--- src/rtl/game_pkg.sv ---
// Shared mode encodings and helpers for the game sequencer and its timeout stage.
package game_pkg;

  localparam int unsigned FACE_W = 4;
  localparam int unsigned MODE_W = 3;

  typedef enum logic [MODE_W-1:0] {
    MODE_INTRO   = 3'b000,
    MODE_SELECT  = 3'b001,
    MODE_REVEAL  = 3'b010,
    MODE_JUDGE   = 3'b011,
    MODE_WIN     = 3'b100,
    MODE_MATCH   = 3'b101,
    MODE_MISS    = 3'b110,
    MODE_ILLEGAL = 3'b111
  } mode_e;

  // Modes during which the timeout stage runs and may raise C.
  function automatic logic is_timed(input mode_e m);
    return (m == MODE_INTRO) || (m == MODE_REVEAL) ||
           (m == MODE_MATCH) || (m == MODE_MISS);
  endfunction

endpackage

--- src/rtl/btn_edge.sv ---
// Two-flop synchronizer for an asynchronous button, followed by a rising-edge pulse.
module btn_edge (
  input  logic clk,
  input  logic rst,
  input  logic i_btn,
  output logic o_pulse_c
);

  logic r_sync1;
  logic r_sync2;
  logic r_prev;

  always_ff @(posedge clk or posedge rst) begin
    if (rst) begin
      r_sync1 <= 1'b0;
      r_sync2 <= 1'b0;
      r_prev  <= 1'b0;
    end else begin
      r_sync1 <= i_btn;
      r_sync2 <= r_sync1;
      r_prev  <= r_sync2;
    end
  end

  assign o_pulse_c = r_sync2 & ~r_prev;

endmodule

--- src/rtl/game_mode_fsm.sv ---
// Chicken Cha-Cha-Cha game sequencer: mode bus, turn and position tracking, card/tile judge.
module game_mode_fsm
  import game_pkg::*;
#(
  parameter int unsigned TRACK_LEN = 16,
  parameter int unsigned POS_W     = 4
) (
  input  logic              clk,
  input  logic              rst,
  input  logic              btn_start,
  input  logic              btn_pick,
  input  logic [3:0]        card_face,
  input  logic [3:0]        tile_face,
  input  logic              C,
  output logic [2:0]        M,
  output logic              player,
  output logic [POS_W-1:0]  pos0,
  output logic [POS_W-1:0]  pos1,
  output logic [POS_W-1:0]  tile_addr,
  output logic              winner
);

  localparam int unsigned GOAL = TRACK_LEN - 1;
  localparam int unsigned AW   = POS_W + 1;

  mode_e              r_mode;
  logic               r_player;
  logic [POS_W-1:0]   r_pos0;
  logic [POS_W-1:0]   r_pos1;
  logic               r_winner;
  logic [FACE_W-1:0]  r_card;
  logic               r_c_q;

  logic               w_start;
  logic               w_pick;
  logic               w_to;
  logic [POS_W-1:0]   w_pos_cur;
  logic [POS_W-1:0]   w_pos_oth;
  logic [AW-1:0]      w_n1;
  logic [AW-1:0]      w_n2;
  logic [AW-1:0]      w_n;

  btn_edge u_start (.clk(clk), .rst(rst), .i_btn(btn_start), .o_pulse_c(w_start));
  btn_edge u_pick  (.clk(clk), .rst(rst), .i_btn(btn_pick),  .o_pulse_c(w_pick));

  // C is a level held until M leaves the timed set; only its rising edge counts.
  assign w_to = C & ~r_c_q & is_timed(r_mode);

  // Next tile: one ahead, hop over the opponent, never past the goal (extra bit avoids wrap).
  assign w_pos_cur = r_player ? r_pos1 : r_pos0;
  assign w_pos_oth = r_player ? r_pos0 : r_pos1;
  assign w_n1      = AW'(w_pos_cur) + AW'(1);
  assign w_n2      = (w_n1 == AW'(w_pos_oth)) ? (w_n1 + AW'(1)) : w_n1;
  assign w_n       = (w_n2 > AW'(GOAL)) ? AW'(GOAL) : w_n2;
  assign tile_addr = POS_W'(w_n);

  always_ff @(posedge clk or posedge rst) begin
    if (rst) begin
      r_mode   <= MODE_INTRO;
      r_player <= 1'b0;
      r_pos0   <= '0;
      r_pos1   <= '0;
      r_winner <= 1'b0;
      r_card   <= '0;
      r_c_q    <= 1'b0;
    end else begin
      r_c_q <= C;
      case (r_mode)
        MODE_INTRO:  if (w_to) r_mode <= MODE_SELECT;
        MODE_SELECT: if (w_pick) begin
          r_card <= card_face;
          r_mode <= MODE_REVEAL;
        end
        MODE_REVEAL: if (w_to) r_mode <= MODE_JUDGE;
        MODE_JUDGE: begin
          if (r_card == tile_face) begin
            if (r_player) r_pos1 <= tile_addr;
            else          r_pos0 <= tile_addr;
            r_mode <= MODE_MATCH;
          end else begin
            r_mode <= MODE_MISS;
          end
        end
        MODE_MATCH: if (w_to) begin
          if (w_pos_cur == POS_W'(GOAL)) begin
            r_winner <= r_player;
            r_mode   <= MODE_WIN;
          end else begin
            r_mode <= MODE_SELECT;
          end
        end
        MODE_MISS: if (w_to) begin
          r_player <= ~r_player;
          r_mode   <= MODE_SELECT;
        end
        MODE_WIN: if (w_start) begin
          r_pos0   <= '0;
          r_pos1   <= '0;
          r_player <= 1'b0;
          r_winner <= 1'b0;
          r_mode   <= MODE_INTRO;
        end
        default: r_mode <= MODE_INTRO;
      endcase
    end
  end

  assign M      = r_mode;
  assign player = r_player;
  assign pos0   = r_pos0;
  assign pos1   = r_pos1;
  assign winner = r_winner;

endmodule

--- config.mk ---
export PLATFORM = sky130hd
export DESIGN_NAME = game_mode_fsm
export DESIGN_NICKNAME = d
export VERILOG_FILES = /design/src/rtl/game_pkg.sv /design/src/rtl/btn_edge.sv /design/src/rtl/game_mode_fsm.sv
export SDC_FILE = /design/constraint.sdc
export NUM_CORES = 1
export LEC_CHECK = 0
export BUFFER_PORTS_ARGS = -buffer_cell sky130_fd_sc_hd__buf_2
export CORE_ASPECT_RATIO = 0.75
export CORE_UTILIZATION = 54
export DETAILED_ROUTE_END_ITERATION = 8
export PLACE_DENSITY_LB_ADDON = 0.3
export RECOVER_POWER = 25
export SLEW_MARGIN = 25
export SYNTH_ARGS = -nofsm -noshare
export SYNTH_HDL_FRONTEND = slang
export SYNTH_SLANG_ARGS = --single-unit
--- constraint.sdc ---
create_clock -name clk -period 4.3 [get_ports clk]
set_input_delay 1.29 -clock clk [delete_from_list [all_inputs] [get_ports clk]]
set_output_delay 1.29 -clock clk [all_outputs]
set_load 0.05 [all_outputs]
[Word level (Yosys, flattened, before mapping)]
Cells that the tools add are included.
Word-level totals
  flip-flop bits (word level): 24
Operators by class
  reductions and logical operators: 14
  mux-type cells: 25
  $add $sub $neg: 2
  equality and inequality tests: 19
  order comparisons: 1
  bitwise gates (word level): 8
Operators by type and width (number)
  4-bit 2-to-1 mux: 8
  3-bit 2-to-1 mux: 6
  3-bit one-hot mux with 6 select lines: 1
  4-bit one-hot mux with 2 select lines: 2
  2-bit inequality test, second input constant: 6
  4-bit AND reduction: 3
  3-bit == test, second input constant: 3
  2-bit by 1-bit inequality test with 1-bit output, second input constant: 4
  3-bit by 2-bit == test with 1-bit output, second input constant: 2
  2-bit nonzero test: 3
  4-bit by 1-bit adder with 5-bit output, second input constant: 1
  5-bit by 1-bit adder with 5-bit output, second input constant: 1
  5-bit by 4-bit == test with 1-bit output: 1
  5-bit by 4-bit > comparator with 1-bit output, second input constant: 1
  5-bit 2-to-1 mux: 1
  5-bit AND reduction: 1
  1-bit bitwise AND: 4
  4-bit == test: 1
  4-bit == test, second input constant: 1
  1-bit 2-to-1 mux: 4
  1-bit inverter: 4
  1-bit one-hot mux with 2 select lines: 2
  3-bit by 1-bit == test with 1-bit output, second input constant: 1
  3-bit logical NOT: 1
  5 further kinds: 7

[Longest topological paths before layout]
Gate-level depths: netlist of the first run.
  word-level depth: 9
  mapped depth: 11
  depth with buffers taken out: 9

[By module]
A second synthesis of the first run with hierarchy kept.
Second synthesis, totals
  cells, all modules: 157
  area total of the unflattened synthesis: 1510.2 um^2
By module, submodules not included
  game_mode_fsm: cells an instance 147, times used 1, seq. area each 450.4 um^2, area an instance 1325.0 um^2
  btn_edge: cells an instance 5, times used 2, seq. area each 75.1 um^2, area an instance 92.6 um^2

[Worst setup path after synthesis of the first run]
No wires, ideal clock.
  kind: register -> output
  from: register r_player (netlist: player)
  to: output tile_addr[2]
  stages on the path, launching flop included: 12
  buffers on the path: 3
  setup slack: -0.275 ns
  data arrival time: 3.285 ns
  cells stage by stage: dfrtp_1 -> buf_6 -> buf_4 -> mux2_1 -> ha_1 -> buf_6 -> xnor2_1 -> xnor2_1 -> nor3_4 -> a311oi_1 -> a41o_1 -> nor2_1
Between the ends
  word-level cells in the longest chain between the ends: 6
  elaborated cells on any way between the ends: 8
  those cells by class: add/sub: 2; order compare: 1; eq/ne: 1; mux: 4
RTL lines
  start: declaration: line game_mode_fsm.sv:27  | logic r_player;
  start signal: assignment: line game_mode_fsm.sv:93  | r_player <= ~r_player;
  4-bit 2-to-1 mux: line game_mode_fsm.sv:50  | assign w_pos_cur = r_player ? r_pos1 : r_pos0;
  4-bit by 1-bit adder with 5-bit output: line game_mode_fsm.sv:52  | assign w_n1 = AW'(w_pos_cur) + AW'(1);
  5-bit by 1-bit adder with 5-bit output or 5-bit by 4-bit == test with 1-bit output (tied branches): line game_mode_fsm.sv:53  | assign w_n2 = (w_n1 == AW'(w_pos_oth)) ? (w_n1 + AW'(1)) : w_n1;
  5-bit 2-to-1 mux *: line game_mode_fsm.sv:53
  5-bit by 4-bit > comparator with 1-bit output: line game_mode_fsm.sv:54  | assign w_n = (w_n2 > AW'(GOAL)) ? AW'(GOAL) : w_n2;
  4-bit 2-to-1 mux *: line game_mode_fsm.sv:54
  end: declaration: line game_mode_fsm.sv:19  | output logic [POS_W-1:0] tile_addr,
Mark *: on every way between the ends. The rest lies on a longest branch, timed or not.

[Worst setup path after layout of the first run]
  from: register r_pos1[0] (netlist: pos1[0])
  to: output tile_addr[2]
Between the ends
  word-level cells in the longest chain between the ends: 6
  elaborated cells on any way between the ends: 8
  those cells by class: add/sub: 2; order compare: 1; eq/ne: 1; mux: 4
RTL lines
  start: declaration: line game_mode_fsm.sv:29  | logic [POS_W-1:0] r_pos1;
  start signal: assignment: line game_mode_fsm.sv:77  | if (r_player) r_pos1 <= tile_addr;
  4-bit 2-to-1 mux: line game_mode_fsm.sv:50
  4-bit by 1-bit adder with 5-bit output: line game_mode_fsm.sv:52
  5-bit by 1-bit adder with 5-bit output or 5-bit by 4-bit == test with 1-bit output (tied branches): line game_mode_fsm.sv:53
  5-bit 2-to-1 mux *: line game_mode_fsm.sv:53
  5-bit by 4-bit > comparator with 1-bit output: line game_mode_fsm.sv:54
  4-bit 2-to-1 mux *: line game_mode_fsm.sv:54
Marked as above.

==> results of run 1 <==
==> state kept, by name (all words and copies together) (netlist names) <==
signal           flops
M                    3
player               1
pos0                 4
pos1                 4
r_c_q                1
r_card               4
u_pick.r_prev        1
u_pick.r_sync1       1
u_pick.r_sync2       1
u_start.r_prev       1
u_start.r_sync1      1
u_start.r_sync2      1
winner               1
==> cell usage in the layout, fill, tap and decap left out, drive strengths merged, types with 6 or more instances in the layout <==
| cell type | netlist | routed |
|---|---|---|
| buf | 3 | 30 |
| nor3 | 7 | 7 |
| mux2 | 6 | 6 |
| dfrtp | 24 | 24 |
| o21ai | 10 | 10 |
| nand2 | 14 | 14 |
| a21oi | 6 | 6 |
| xnor2 | 10 | 10 |
| inv | 9 | 9 |
| nor2 | 8 | 8 |
| a22o | 7 | 7 |
==> per-stage QoR <==
step                setup TNS (ps)  cell area [µm²]  util (%)  total power, mW  hold WS (ps)
floorplan                   -52.43             1548         -           0.9444         331.2
global placement                 0             1689     63.44            1.048         331.8
detailed placement               0             1689     63.44            1.079         341.8
global route                     0             1804     67.76            1.404         365.6
CTS                              0             1764     66.26            1.279         363.5
finish                           0             1804     67.76            1.327         359.3
==> routing by layer <==
layer	share of wire, %	vias to the layer above	track usage [%]	routed length (µm)
met1	46	640	32.40	1566
met2	46	44	36.81	1583
met3	4.5	13	4.673	154
met5	0	-	0	0
li1	-	624	-	-
met4	3.2	0	6.818	110
==> repair_timing <==
item                                    CTS  global route
endpoints found under the setup margin    1             4
pin swaps                                 0             1
resized for setup                         1             4
buffers inserted                          0             1
==> worst max-delay path, cell delays in order, from the launching register on <==
cell      delay, ps
dfrtp_1         460
mux2i_2         280
inv_1           140
ha_2            270
xnor2_2         240
xnor2_2         110
nor3_4          230
buf_12          140
a311oi_1        100
a41o_1          270
nor2_2           90
clkbuf_4        230
==> power groups by stage <==
stage	sequential [mW]	combinational [mW]	clock (mW)
final	0.357	0.777	0.193
after global routing	0.365	0.832	0.206
after CTS	0.355	0.727	0.197
after detailed placement	0.358	0.721	0
after global placement	0.352	0.696	0
after floorplan	0.436	0.508	0
==> logic make-up (layout without fill, tap and decap cells) <==
kind of cell    after synthesis  count (layout)  synth area share (%)
buf+inv                      15              44                 5.859
compound gates               40              40                 19.53
mux                          11              11                 7.892
flops                        24              24                 39.06
fa+ha+maj                     2               2                 1.627
simple gates                 51              51                 18.72
xor+xnor                     12              12                 7.324
==> worst min path at each step <==
stage | to | from | depth (start not counted) | slack [ps]
final | u_start.r_sync2 | u_start.r_sync1 | 0 | 360
after global routing | u_start.r_sync2 | u_start.r_sync1 | 0 | 370
after CTS | u_pick.r_sync2 | u_pick.r_sync1 | 0 | 360
after detailed placement | u_pick.r_sync2 | u_pick.r_sync1 | 0 | 340
after global placement | u_start.r_sync2 | u_start.r_sync1 | 0 | 330
after floorplan | u_pick.r_sync2 | u_pick.r_sync1 | 0 | 330
==> layout make-up <==
type | instances | area, µm² | area share (%)
multi-input cells | 116 | 878.3 | 48.68
flip-flops and latches | 24 | 600.6 | 33.29
repair buffers | 31 | 175.2 | 9.709
well taps | 36 | 45.04 | 2.497
clock buffers | 3 | 41.29 | 2.288
inverters | 9 | 33.78 | 1.872
clock inverters | 1 | 30.03 | 1.664
==> metrics, run 1 <==
Final nets 200; most frequent cells after synthesis dfrtp_1 (24), nand2_1 (14), xnor2_1 (9); Core ar. 2663 µm²; area grow syn2layout 17.33%; worst slew pin tran 859.8 ps; # IOs 30; final WL 3415 µm; cell count after placement 215; Syn Nets 170; Reg2Reg Depth 10; ys async rst share 100.0%; net load switching power 666.0 µW; layout cells sized above 1 30.43%; GRT Overall Usage 22.98%; Top FF cell, synth dfrtp_1; largest cells by area after synthesis dfrtp_1 (39%), xnor2_1 (5.1%), a22o_1 (4.0%); PortBufs 29; Synth area leader dfrtp_1; power density over the cells 735.7 nW/µm²; vias in the first global route 1149; wire per inst 15.52 µm; Setup WS pre-CTS 288.2 ps; Mapped Area 1538 µm²; Mapped Avg Cell Area 9.921 µm²; Die ar. 3067 µm²; ANT cells 0; Fin. Hold Viols 0; DRC violations left 0; critical path endpoint category output pin; CP arrival 2820 ps; total of max-cap violations 0; Site Rows 16; critical path type register to output pin; most frequent cell after synthesis dfrtp_1; flops & latches, synth 24; Leak 0.8143 nW; Flop pwr share 26.9%; vias 1321; R2R Path Start pos1[0]; CTS tree built; post-synth top area share 39.06%; Max Fclk 0.2432 GHz; internal power 661.4 µW; initial antenna violation count 0; clk buf depth 2; first-pass GRT wire length 5230 µm; status finished clean; Required @ worst endpoint 3010 ps; number of fillers in the final layout 215; R2R Path End pos1[2]; reg2reg setup slack 1750 ps; Routed Antenna Nets 0; root buffer cell clkbuf_8; RSZ-0062 raised after global routing no; vias per inst 6.005; crit-path max FO 9; Critical Path Start Type register; sequential area share after synthesis 39.06%; Final WS setup 188.8 ps; min-delay worst type register to register; chip height 48.22 µm; Yosys cell types 49; Setup crit start pos1[0]; Reg clk slew, reported paths 80 ps; clock latency on the worst-skew pair 270 ps; Worst Skew 2.687 ps; largest net degree at the start of global routing 25; final worst path period share 95.61%; GPL Wtd Cong 0.8137; CP Capture Point tile_addr[2]; max-slew violations 0; clk sinks 24; Num CTS Buffers 3; die width 63.62 µm; post-DP HPWL 2574 µm; warnings from Yosys 0; number of flops mapped to enable cells by yosys 0; combinational fraction of design power 58.6%; Peak VDD IR 0.3426 mV; Slew headroom 42.61%; gr ovfl total 0; Syn Inst Count 155; Initial Utilization 57.75%; TritonRoute pass-1 iters 4; Clock Power Share 14.6%; switching share of power 50.17%; CTS Hold Buffers Added 0; CTS HTree Levels 1; fin cells 220; DRT iter0 DRCs 48; # setup viols final 0; post-route minimum period 4111 ps
No activity file was read; power rests on OpenSTA's default activity.
==> inputs of run 2 (changes only) <==
--- a/config.mk
+++ b/config.mk
@@ -5,10 +5,10 @@
 export SDC_FILE = /design/constraint.sdc
 export NUM_CORES = 1
 export LEC_CHECK = 0
-export BUFFER_PORTS_ARGS = -buffer_cell sky130_fd_sc_hd__buf_2
 export CORE_ASPECT_RATIO = 0.75
-export CORE_UTILIZATION = 54
+export CORE_UTILIZATION = 60
 export DETAILED_ROUTE_END_ITERATION = 8
+export DONT_BUFFER_PORTS = 1
 export PLACE_DENSITY_LB_ADDON = 0.3
 export RECOVER_POWER = 25
 export SLEW_MARGIN = 25
==> run 2 against run 1 <==
  * Wire length rose by 0.94%
  * Hold slack better by 13 ps
  * Combinational power grew 4.2%
  * Flip-flop and latch count unchanged
  * Register-to-register slack worse by 30 ps
  * Clock power shrank 18%
  * Cell count decreased by 10%
  * Total power grew 3.2%
  * Critical endpoint unchanged
  * Highest routed layer unchanged
==> metrics, run 2 (same netlist as run 1, synthesis figures left out) <==
initial antenna violation count 0; vias per inst 6.313; post-DP HPWL 2597 µm; Die ar. 2771 µm²; Site Rows 15; commonest non-fill, non-tap cell in the layout dfrtp_1; critical path endpoint category output pin; Routed Antenna Nets 0; Critical Path Start Type register; gr ovfl total 0; Core ar. 2365 µm²; crit-path max FO 8; CP arrival 2840 ps; cell count after placement 193; PortBufs 0; Max Fclk 0.2422 GHz; CTS HTree Levels 1; Worst Hold Depth 0; min-delay worst type register to register; worst slew pin tran 859.1 ps; power density over the cells 789.6 nW/µm²; CTS Hold Buffers Added 0; Initial Utilization 65.03%; # IOs 30; DRT iter0 DRCs 53; Setup WS pre-CTS 406.0 ps; wire per inst 17.41 µm; Reg clk slew, reported paths 120 ps; Worst Skew 3.136 ps; area grow syn2layout 12.86%; hold path endpoint u_pick.r_sync2; status finished clean; post-route minimum period 4129 ps; vias in the first global route 1101; final worst path period share 96.03%; reg2reg setup slack 1720 ps; layout cells sized above 1 21.34%; R2R Path Start player; Num CTS Buffers 3; Setup TNS 0 ps; clk buf depth 2; total of max-cap violations 0; RSZ-0062 raised after global routing no; root buffer cell clkbuf_4; clock latency on the worst-skew pair 310 ps; critical path type register to output pin; Peak VDD IR 0.3292 mV; Fin. Hold Viols 0; die width 60.46 µm; ANT cells 0; Required @ worst endpoint 3010 ps; Final WS setup 170.7 ps; clk sinks 24; # setup viols final 0; R2R Path End pos1[0]; GPL Wtd Cong 0.8657; min-delay src u_pick.r_sync1; Total Power 1.370 mW; Leak 0.7242 nW; final WL 3447 µm; hold slack 372.0 ps; max-slew violations 0; GRT Overall Usage 26.56%; chip height 45.84 µm; Slew headroom 42.66%; Reg2Reg Depth 9; DRC violations left 0; TritonRoute pass-1 iters 4; Final nets 180; largest net degree at the start of global routing 25; most frequent cells in the layout dfrtp_1 (23), nand2_1 (14), xnor2_1 (9); CTS tree built; first-pass GRT wire length 5209 µm; fin cells 198; Setup crit start player; vias 1250
==> run 2: repair_timing <==
| action | in CTS | in global routing |
|---|---|---|
| endpoints found under the setup margin | 0 | 4 |
| resized for setup | 0 | 4 |
| setup buffers | 0 | 1 |
==> run 2: power by group <==
part           switching (mW)  internal [mW]
Combinational           0.486          0.324
Clock                  0.0640         0.0943
Sequential              0.123          0.279
Total                   0.673          0.698
==> run 2: how the worst max path moves through the flow <==
stage / cells past startpoint / endpoint
floorplan: 11 / tile_addr[2]
global placement: 10 / tile_addr[2]
detailed placement: 10 / tile_addr[2]
CTS: 10 / tile_addr[2]
global route: 9 / tile_addr[2]
finish: 9 / tile_addr[2]
==> run 2: stage by stage <==
stage | cell area, µm² | util [%]
after CTS | 1712 | 72.38
after global routing | 1735 | 73.39
after global placement | 1659 | 70.16
after floorplan | 1548 | -
after detailed placement | 1659 | 70.16
final | 1735 | 73.39
==> run 2: cell type report <==
class	instances	area, µm²
clock buffers	3	22.52
clock inverters	1	30.03
fillers	189	629.4
inverters	9	33.78
multi-input cells	116	872.1
flip-flops and latches	24	601.8
well taps	34	42.54
repair buffers	11	132.6
==> run 2: worst max-delay path, cell delays in order (launching register included) <==
cell and delay, ps:
dfrtp_2 470, mux2_1 380, ha_2 250, xnor2_1 150, xnor2_1 190, nor3_4 380, a311oi_1 150, a41o_1 280
nor2_2 140, buf_12 150
==> run 2: metal layers <==
| layer | vias up | wire length, µm | global-route usage (%) |
|---|---|---|---|
| met5 | - | 0 | 0 |
| met4 | 0 | 24 | 5.909 |
| met3 | 4 | 278 | 7.386 |
| met2 | 60 | 1596 | 39.78 |
| met1 | 601 | 1548 | 38.35 |
| li1 | 585 | - | - |
